## src/rtl/latency_io_sched_if.sv

```systemverilog
// Handshake, launch and status bundle for the latency I/O sequencing controller.
// master = the side that configures and launches, slave = the controller itself.
interface latency_io_sched_if #(
  parameter int NUM_PORTS      = 4,
  parameter int MAX_PIPE_STAGE = 16,
  parameter int CNT_W          = 16
);
  localparam int LW = $clog2(MAX_PIPE_STAGE);
  localparam int PW = $clog2(NUM_PORTS);

  logic                    cfg_valid;
  logic                    cfg_ready;
  logic [PW-1:0]           cfg_port;
  logic                    cfg_dir;
  logic [LW-1:0]           cfg_lat;
  logic                    start;
  logic [CNT_W-1:0]        num_iter;
  logic [LW-1:0]           fabric_lat;
  logic                    stall;
  logic [NUM_PORTS*LW-1:0] latency_in;
  logic [NUM_PORTS*LW-1:0] latency_out;
  logic                    pipe_clr;
  logic                    issue;
  logic [CNT_W-1:0]        issue_idx;
  logic                    wb_valid;
  logic                    busy;
  logic                    done;

  modport master (
    output cfg_valid, cfg_port, cfg_dir, cfg_lat, start, num_iter, fabric_lat, stall,
    input  cfg_ready, latency_in, latency_out, pipe_clr, issue, issue_idx,
           wb_valid, busy, done
  );

  modport slave (
    input  cfg_valid, cfg_port, cfg_dir, cfg_lat, start, num_iter, fabric_lat, stall,
    output cfg_ready, latency_in, latency_out, pipe_clr, issue, issue_idx,
           wb_valid, busy, done
  );
endinterface

```

## src/rtl/latency_io_sched.sv

```systemverilog
// Latency I/O sequencing controller: holds shadow/active per-port latencies,
// clears the latency pipes on launch, issues one RF read per cycle and
// tracks in-flight iterations until the pipeline has drained.
module latency_io_sched #(
  parameter int NUM_PORTS      = 4,
  parameter int MAX_PIPE_STAGE = 16,
  parameter int CNT_W          = 16
) (
  input logic              clk,
  input logic              rst,
  latency_io_sched_if.slave bus
);
  localparam int LW   = $clog2(MAX_PIPE_STAGE);
  localparam int PW   = $clog2(NUM_PORTS);
  localparam int LL_W = LW + 2;
  localparam int SR_D = 3 * (MAX_PIPE_STAGE - 1);

  localparam logic [1:0] ST_IDLE  = 2'd0;
  localparam logic [1:0] ST_CLEAR = 2'd1;
  localparam logic [1:0] ST_RUN   = 2'd2;
  localparam logic [1:0] ST_DRAIN = 2'd3;

  logic [1:0]       state_reg, state_next;
  logic [LW-1:0]    shadow_in_reg  [NUM_PORTS];
  logic [LW-1:0]    shadow_out_reg [NUM_PORTS];
  logic [LW-1:0]    active_in_reg  [NUM_PORTS];
  logic [LW-1:0]    active_out_reg [NUM_PORTS];
  logic [CNT_W-1:0] num_iter_reg;
  logic [CNT_W-1:0] issue_idx_reg;
  logic [LW-1:0]    fabric_lat_reg;
  logic [LL_W-1:0]  total_lat_reg, total_lat_next, total_lat_m1;
  logic [SR_D-1:0]  wb_sr_reg;
  logic [CNT_W:0]   outstanding_reg;
  logic [LW-1:0]    max_in, max_out;
  logic             cfg_fire, start_fire, issue_int, wb_int, done_int, last_issue;

  assign cfg_fire   = (state_reg == ST_IDLE) && bus.cfg_valid;
  assign start_fire = (state_reg == ST_IDLE) && bus.start;
  assign issue_int  = (state_reg == ST_RUN) && !bus.stall;
  assign done_int   = (state_reg == ST_DRAIN) && (outstanding_reg == '0);
  assign last_issue = issue_int && (issue_idx_reg == num_iter_reg - CNT_W'(1));

  // Per-port shadow (config-written) and active (launch-applied) latency registers
  generate
    for (genvar gi = 0; gi < NUM_PORTS; gi++) begin : g_port
      always_ff @(posedge clk) begin
        if (rst) begin
          shadow_in_reg[gi]  <= '0;
          shadow_out_reg[gi] <= '0;
          active_in_reg[gi]  <= '0;
          active_out_reg[gi] <= '0;
        end else begin
          if (cfg_fire && bus.cfg_port == PW'(gi)) begin
            if (bus.cfg_dir) shadow_out_reg[gi] <= bus.cfg_lat;
            else             shadow_in_reg[gi]  <= bus.cfg_lat;
          end
          if (state_reg == ST_CLEAR) begin
            active_in_reg[gi]  <= shadow_in_reg[gi];
            active_out_reg[gi] <= shadow_out_reg[gi];
          end
        end
      end
      assign bus.latency_in[gi*LW +: LW]  = active_in_reg[gi];
      assign bus.latency_out[gi*LW +: LW] = active_out_reg[gi];
    end
  endgenerate

  // End-to-end latency of the config being applied: worst input pipe + fabric + worst output pipe
  always_comb begin
    max_in  = '0;
    max_out = '0;
    for (int i = 0; i < NUM_PORTS; i++) begin
      if (shadow_in_reg[i] > max_in)   max_in  = shadow_in_reg[i];
      if (shadow_out_reg[i] > max_out) max_out = shadow_out_reg[i];
    end
    total_lat_next = LL_W'(max_in) + LL_W'(fabric_lat_reg) + LL_W'(max_out);
  end

  // Write-back flag is the issue strobe delayed by L; L=0 passes issue straight through
  always_comb begin
    total_lat_m1 = total_lat_reg - LL_W'(1);
    wb_int = 1'b0;
    if (total_lat_reg == '0)                 wb_int = issue_int;
    else if (total_lat_reg <= LL_W'(SR_D))   wb_int = wb_sr_reg[total_lat_m1];
  end

  // FSM next-state
  always_comb begin
    state_next = state_reg;
    case (state_reg)
      ST_IDLE:  if (start_fire) state_next = ST_CLEAR;
      ST_CLEAR: state_next = (num_iter_reg != '0) ? ST_RUN : ST_DRAIN;
      ST_RUN:   if (last_issue) state_next = ST_DRAIN;
      ST_DRAIN: if (done_int) state_next = ST_IDLE;
      default:  state_next = ST_IDLE;
    endcase
  end

  // State, launch parameters, issue index, tracker and in-flight counter
  always_ff @(posedge clk) begin
    if (rst) begin
      state_reg       <= ST_IDLE;
      num_iter_reg    <= '0;
      fabric_lat_reg  <= '0;
      total_lat_reg   <= '0;
      issue_idx_reg   <= '0;
      wb_sr_reg       <= '0;
      outstanding_reg <= '0;
    end else begin
      state_reg <= state_next;
      if (start_fire) begin
        num_iter_reg   <= bus.num_iter;
        fabric_lat_reg <= bus.fabric_lat;
      end
      if (state_reg == ST_CLEAR) begin
        total_lat_reg   <= total_lat_next;
        issue_idx_reg   <= '0;
        wb_sr_reg       <= '0;
        outstanding_reg <= '0;
      end else begin
        if (issue_int) issue_idx_reg <= issue_idx_reg + CNT_W'(1);
        wb_sr_reg <= {wb_sr_reg[SR_D-2:0], issue_int};
        if (issue_int && !wb_int)
          outstanding_reg <= outstanding_reg + (CNT_W+1)'(1);
        else if (!issue_int && wb_int && outstanding_reg != '0)
          outstanding_reg <= outstanding_reg - (CNT_W+1)'(1);
      end
    end
  end

  assign bus.cfg_ready = (state_reg == ST_IDLE);
  assign bus.pipe_clr  = (state_reg == ST_CLEAR);
  assign bus.issue     = issue_int;
  assign bus.issue_idx = issue_idx_reg;
  assign bus.wb_valid  = wb_int;
  assign bus.busy      = (state_reg != ST_IDLE);
  assign bus.done      = done_int;
endmodule

```

## src/flat_wrapper.sv

```systemverilog
// flat-port wrapper written by rule: the top's interface ports become plain ports
module latency_io_sched_flat 
#(
  parameter int NUM_PORTS      = 4,
  parameter int MAX_PIPE_STAGE = 16,
  parameter int CNT_W          = 16
)
  (clk, rst, bus_cfg_valid, bus_cfg_port, bus_cfg_dir, bus_cfg_lat, bus_start, bus_num_iter, bus_fabric_lat, bus_stall, bus_cfg_ready, bus_latency_in, bus_latency_out, bus_pipe_clr, bus_issue, bus_issue_idx, bus_wb_valid, bus_busy, bus_done);
  latency_io_sched_if #(.NUM_PORTS(NUM_PORTS), .MAX_PIPE_STAGE(MAX_PIPE_STAGE), .CNT_W(CNT_W)) bus_i ();
  input logic clk;
  input logic rst;
  input wire logic [$bits(bus_i.cfg_valid)-1:0] bus_cfg_valid;
  input wire logic [$bits(bus_i.cfg_port)-1:0] bus_cfg_port;
  input wire logic [$bits(bus_i.cfg_dir)-1:0] bus_cfg_dir;
  input wire logic [$bits(bus_i.cfg_lat)-1:0] bus_cfg_lat;
  input wire logic [$bits(bus_i.start)-1:0] bus_start;
  input wire logic [$bits(bus_i.num_iter)-1:0] bus_num_iter;
  input wire logic [$bits(bus_i.fabric_lat)-1:0] bus_fabric_lat;
  input wire logic [$bits(bus_i.stall)-1:0] bus_stall;
  output wire logic [$bits(bus_i.cfg_ready)-1:0] bus_cfg_ready;
  output wire logic [$bits(bus_i.latency_in)-1:0] bus_latency_in;
  output wire logic [$bits(bus_i.latency_out)-1:0] bus_latency_out;
  output wire logic [$bits(bus_i.pipe_clr)-1:0] bus_pipe_clr;
  output wire logic [$bits(bus_i.issue)-1:0] bus_issue;
  output wire logic [$bits(bus_i.issue_idx)-1:0] bus_issue_idx;
  output wire logic [$bits(bus_i.wb_valid)-1:0] bus_wb_valid;
  output wire logic [$bits(bus_i.busy)-1:0] bus_busy;
  output wire logic [$bits(bus_i.done)-1:0] bus_done;
  assign bus_i.cfg_valid = bus_cfg_valid;
  assign bus_i.cfg_port = bus_cfg_port;
  assign bus_i.cfg_dir = bus_cfg_dir;
  assign bus_i.cfg_lat = bus_cfg_lat;
  assign bus_i.start = bus_start;
  assign bus_i.num_iter = bus_num_iter;
  assign bus_i.fabric_lat = bus_fabric_lat;
  assign bus_i.stall = bus_stall;
  assign bus_cfg_ready = bus_i.cfg_ready;
  assign bus_latency_in = bus_i.latency_in;
  assign bus_latency_out = bus_i.latency_out;
  assign bus_pipe_clr = bus_i.pipe_clr;
  assign bus_issue = bus_i.issue;
  assign bus_issue_idx = bus_i.issue_idx;
  assign bus_wb_valid = bus_i.wb_valid;
  assign bus_busy = bus_i.busy;
  assign bus_done = bus_i.done;
  latency_io_sched #(.NUM_PORTS(NUM_PORTS), .MAX_PIPE_STAGE(MAX_PIPE_STAGE), .CNT_W(CNT_W)) u_core (.clk(clk), .rst(rst), .bus(bus_i));
endmodule
```

## config.mk

```make
export PLATFORM = sky130hd
export DESIGN_NAME = latency_io_sched_flat
export DESIGN_NICKNAME = d
export VERILOG_FILES = /design/src/rtl/latency_io_sched_if.sv /design/src/rtl/latency_io_sched.sv /design/src/flat_wrapper.sv
export SDC_FILE = /design/constraint.sdc
export NUM_CORES = 1
export LEC_CHECK = 0
export BUFFER_PORTS_ARGS = -buffer_cell sky130_fd_sc_hd__buf_2
export CELL_PAD_IN_SITES_DETAIL_PLACEMENT = 1
export CELL_PAD_IN_SITES_GLOBAL_PLACEMENT = 2
export CORE_MARGIN = 2
export CORE_UTILIZATION = 35
export CTS_CLUSTER_SIZE = 40
export DETAILED_ROUTE_END_ITERATION = 10
export PLACE_DENSITY = 0.82
export SYNTH_ARGS = -nofsm -noshare
export SYNTH_HDL_FRONTEND = slang
export SYNTH_SLANG_ARGS = --single-unit
```

## constraint.sdc

```tcl
create_clock -name clk -period 5.7 [get_ports clk]
set_input_delay 0.285 -clock clk [delete_from_list [all_inputs] [get_ports clk]]
set_output_delay 0.285 -clock clk [all_outputs]
set_load 0.005 [all_outputs]
```

==> flow_metrics.tcl <==
set metrics [dict create \
    grt_pass1_vias 6959 \
    clk_pin_slew_ns 0.08 \
    syn_avg_cell_area_um2 10.07 \
    instances_no_fill 1337 \
    grt_pass1_wl_mm 36.00 \
    htreeDepth 4 \
    path_class "reg2reg" \
    design_power_total_mw 4.458 \
    finalCriticalPeriod_ns 5.818 \
    grt.met2_usage_pct 29.17 \
    grt_usage_pct 16.81 \
    hp-class "in2reg" \
    violations "negative setup slack" \
    synth_area_leaders "dfxtp_1, edfxtp_1, and2_1" \
    p_sw_share_pct 36.85 \
    finalClockSkew_ns 0.01084 \
    grt_setup_unrepaired "yes" \
    via_per_inst 5.085 \
    netlist_instances 895 \
    critPathMaxFanout 4 \
    cp.arrival_ns 6.11 \
    die_w_um 164.5 \
    synth_area_um2 9011 \
    p_leak_nw 4.455 \
    drt-total-wl_mm 22.12 \
    async_flop_share_pct 0 \
    io_pins 86 \
    root_buffer "clkbuf_16" \
    rows 58 \
    cts_buffer_depth 2 \
    antenna_cells 0 \
    fin_tns_setup_ns -0.2557 \
    start_kind "register" \
    cp_common_cell "a21oi_2" \
    coreArea_um2 25250 \
    yosys.area.top_type_share_pct 23.55 \
    grt_overflow 0 \
    comb_power_share_pct 40.3 \
    dp_cells 1292 \
    io_buffers 85 \
    syn-num-nets 987 \
    setup_viol 4 \
    antenna_found_initial 1 \
    ant_nets 0 \
    end_kind "register" \
    hold-worst-slack_ns 0.08392 \
    gp_congestion 0.7827 \
    cp_slowest_cell "edfxtp_1" \
    power_density_nw_per_um2 417.9 \
    dr.pass1.iters 4 \
    fp.dieArea_um2 27050 \
    drive_above_1_share_pct 21.25 \
    synthFlopType "dfxtp_1" \
    internal_power_mw 2.816 \
    nFillCells 2889 \
    relSlewSlack_pct 47.71 \
    start_util_pct 35.68 \
    p_clk_share_pct 25.7 \
    cpPeakStageDelay_ns 0.45 \
    yosys-top-cells-count "and2_1, dfxtp_1, nand2_1, edfxtp_1, ha_1" \
    pwr-share-seq_pct 33.9 \
    grtUsageMet1_pct 21.53 \
    cts.sinks 170 \
    tightest_slew_ns 0.7843 \
    post_dp_cell_area_um2 9828 \
    die_h_um 164.5 \
    drv_slew 0 \
    largest_reg_flops 45 \
    dpl.hpwl_mm 15.45 \
    top_usage_layer "met2" \
    ys_seq_area_share_pct 44.88 \
    dpl_worst_slack_ns -0.2188 \
    drtIter0Drc 272 \
    post-route-drc-count 0 \
    worst_slack_ns -0.1183 \
    met3_usage_pct 3.265 \
    yosysMostFrequentCell "and2_1" \
    cts_tree "done" \
    outcome "finished with violations" \
    grt_max_degree 65 \
    final_net_count 1086 \
    synth-warning-count 0 \
    finalHoldViolCount 0 \
    final_cell_area_um2 10670 \
    wl_per_cell_um 16.55 \
    synth_edf_count 64 \
    ir_drop_mv 0.1831 \
    yosysUniqueCellTypes 59 \
    clk-insertion-delay-late_ns 0.44 \
    p_switching_mw 1.643 \
    cp.required_ns 5.99 \
    fmax_mhz 171.9 \
    cap_violations 0 \
    numCtsBuffers 17 \
    post-route-util_pct 42.24 \
    synth-seq-cells 170 \
    syn_to_final_growth_pct 18.38 \
    post-route-period-util_pct 102.1 \
    synth_top_area_cell "dfxtp_1" \
    vias 6799 \
]
path summary, 6_finish.rpt:
kind	cells past startpoint	slack [ns]	end	startpoint
setup / recovery	35	-0.12	u_core.total_lat_reg[5]	u_core.shadow_in_reg[1][1]
hold / removal	3	0.08	u_core.fabric_lat_reg[0]	bus_fabric_lat[0]
setup reg to reg	35	-0.12	u_core.total_lat_reg[5]	u_core.shadow_in_reg[1][1]
hold reg to reg	1	0.45	u_core.wb_sr_reg[6]	u_core.wb_sr_reg[5]
routing by layer:
metal  up-vias  part of all wire (%)
met2       109                    50
met5         -                 0.059
met1      3317                    45
li1       3351                     -
met4         2                  0.99
met3        20                   3.5
cell type report:
cell class	count	area, µm²	share of cell area [%]
clock inverters	12	105.1	0.9852
clock buffers	20	479.2	4.492
flip-flops and latches	170	4044	37.91
well taps	330	412.9	3.871
repair buffers	117	676.9	6.345
multi-input cells	646	4792	44.92
inverters	42	157.7	1.478
power by group through the flow:
stage / Sequential, mW / Clock [mW] / Combinational [mW]
finish: 1.51 / 1.15 / 1.80
detailed placement: 1.54 / 0 / 1.70
floorplan: 1.52 / 0 / 1.24
global route: 1.53 / 1.22 / 2.03
CTS: 1.51 / 1.18 / 1.75
global placement: 1.53 / 0 / 1.67
critical path: cells and delay by family (launching register included):
kind	cells	cell delay (ns)
AOI/OAI and AO/OA	12	1.59
adders and majority gates	6	1.44
and+or+nand+nor	9	0.92
muxes	3	0.77
buffers and inverters	5	0.49
DFF	1	0.45
logic make-up after synthesis:
group,count (synthesis),synth area share (%)
adder cells (fa/ha/maj),60,8.581
flip-flops,170,44.88
AND/OR/NAND/NOR,345,20.65
buffers and inverters,79,3.693
XOR/XNOR,50,5.026
multiplexers,43,6.609
AO/OA/AOI/OAI,148,10.57
cell usage in the layout, fill, tap and decap left out, types with 29 or more instances in the layout:
| cell | count |
|---|---|
| buf_2 | 85 |
| buf_4 | 29 |
| o21ai_0 | 30 |
| a21oi_1 | 40 |
| inv_1 | 37 |
| edfxtp_1 | 64 |
| nor2_1 | 49 |
| ha_1 | 51 |
| nand2_1 | 67 |
| and2_1 | 115 |
| dfxtp_1 | 106 |
timing repair:
item,in CTS,in global routing
pin swaps,7,17
hold buffers,0,0
setup endpoints to repair,3,5
resized for setup,14,21
buffers inserted,3,10
Note: power is estimated with default switching activity, not from simulation.
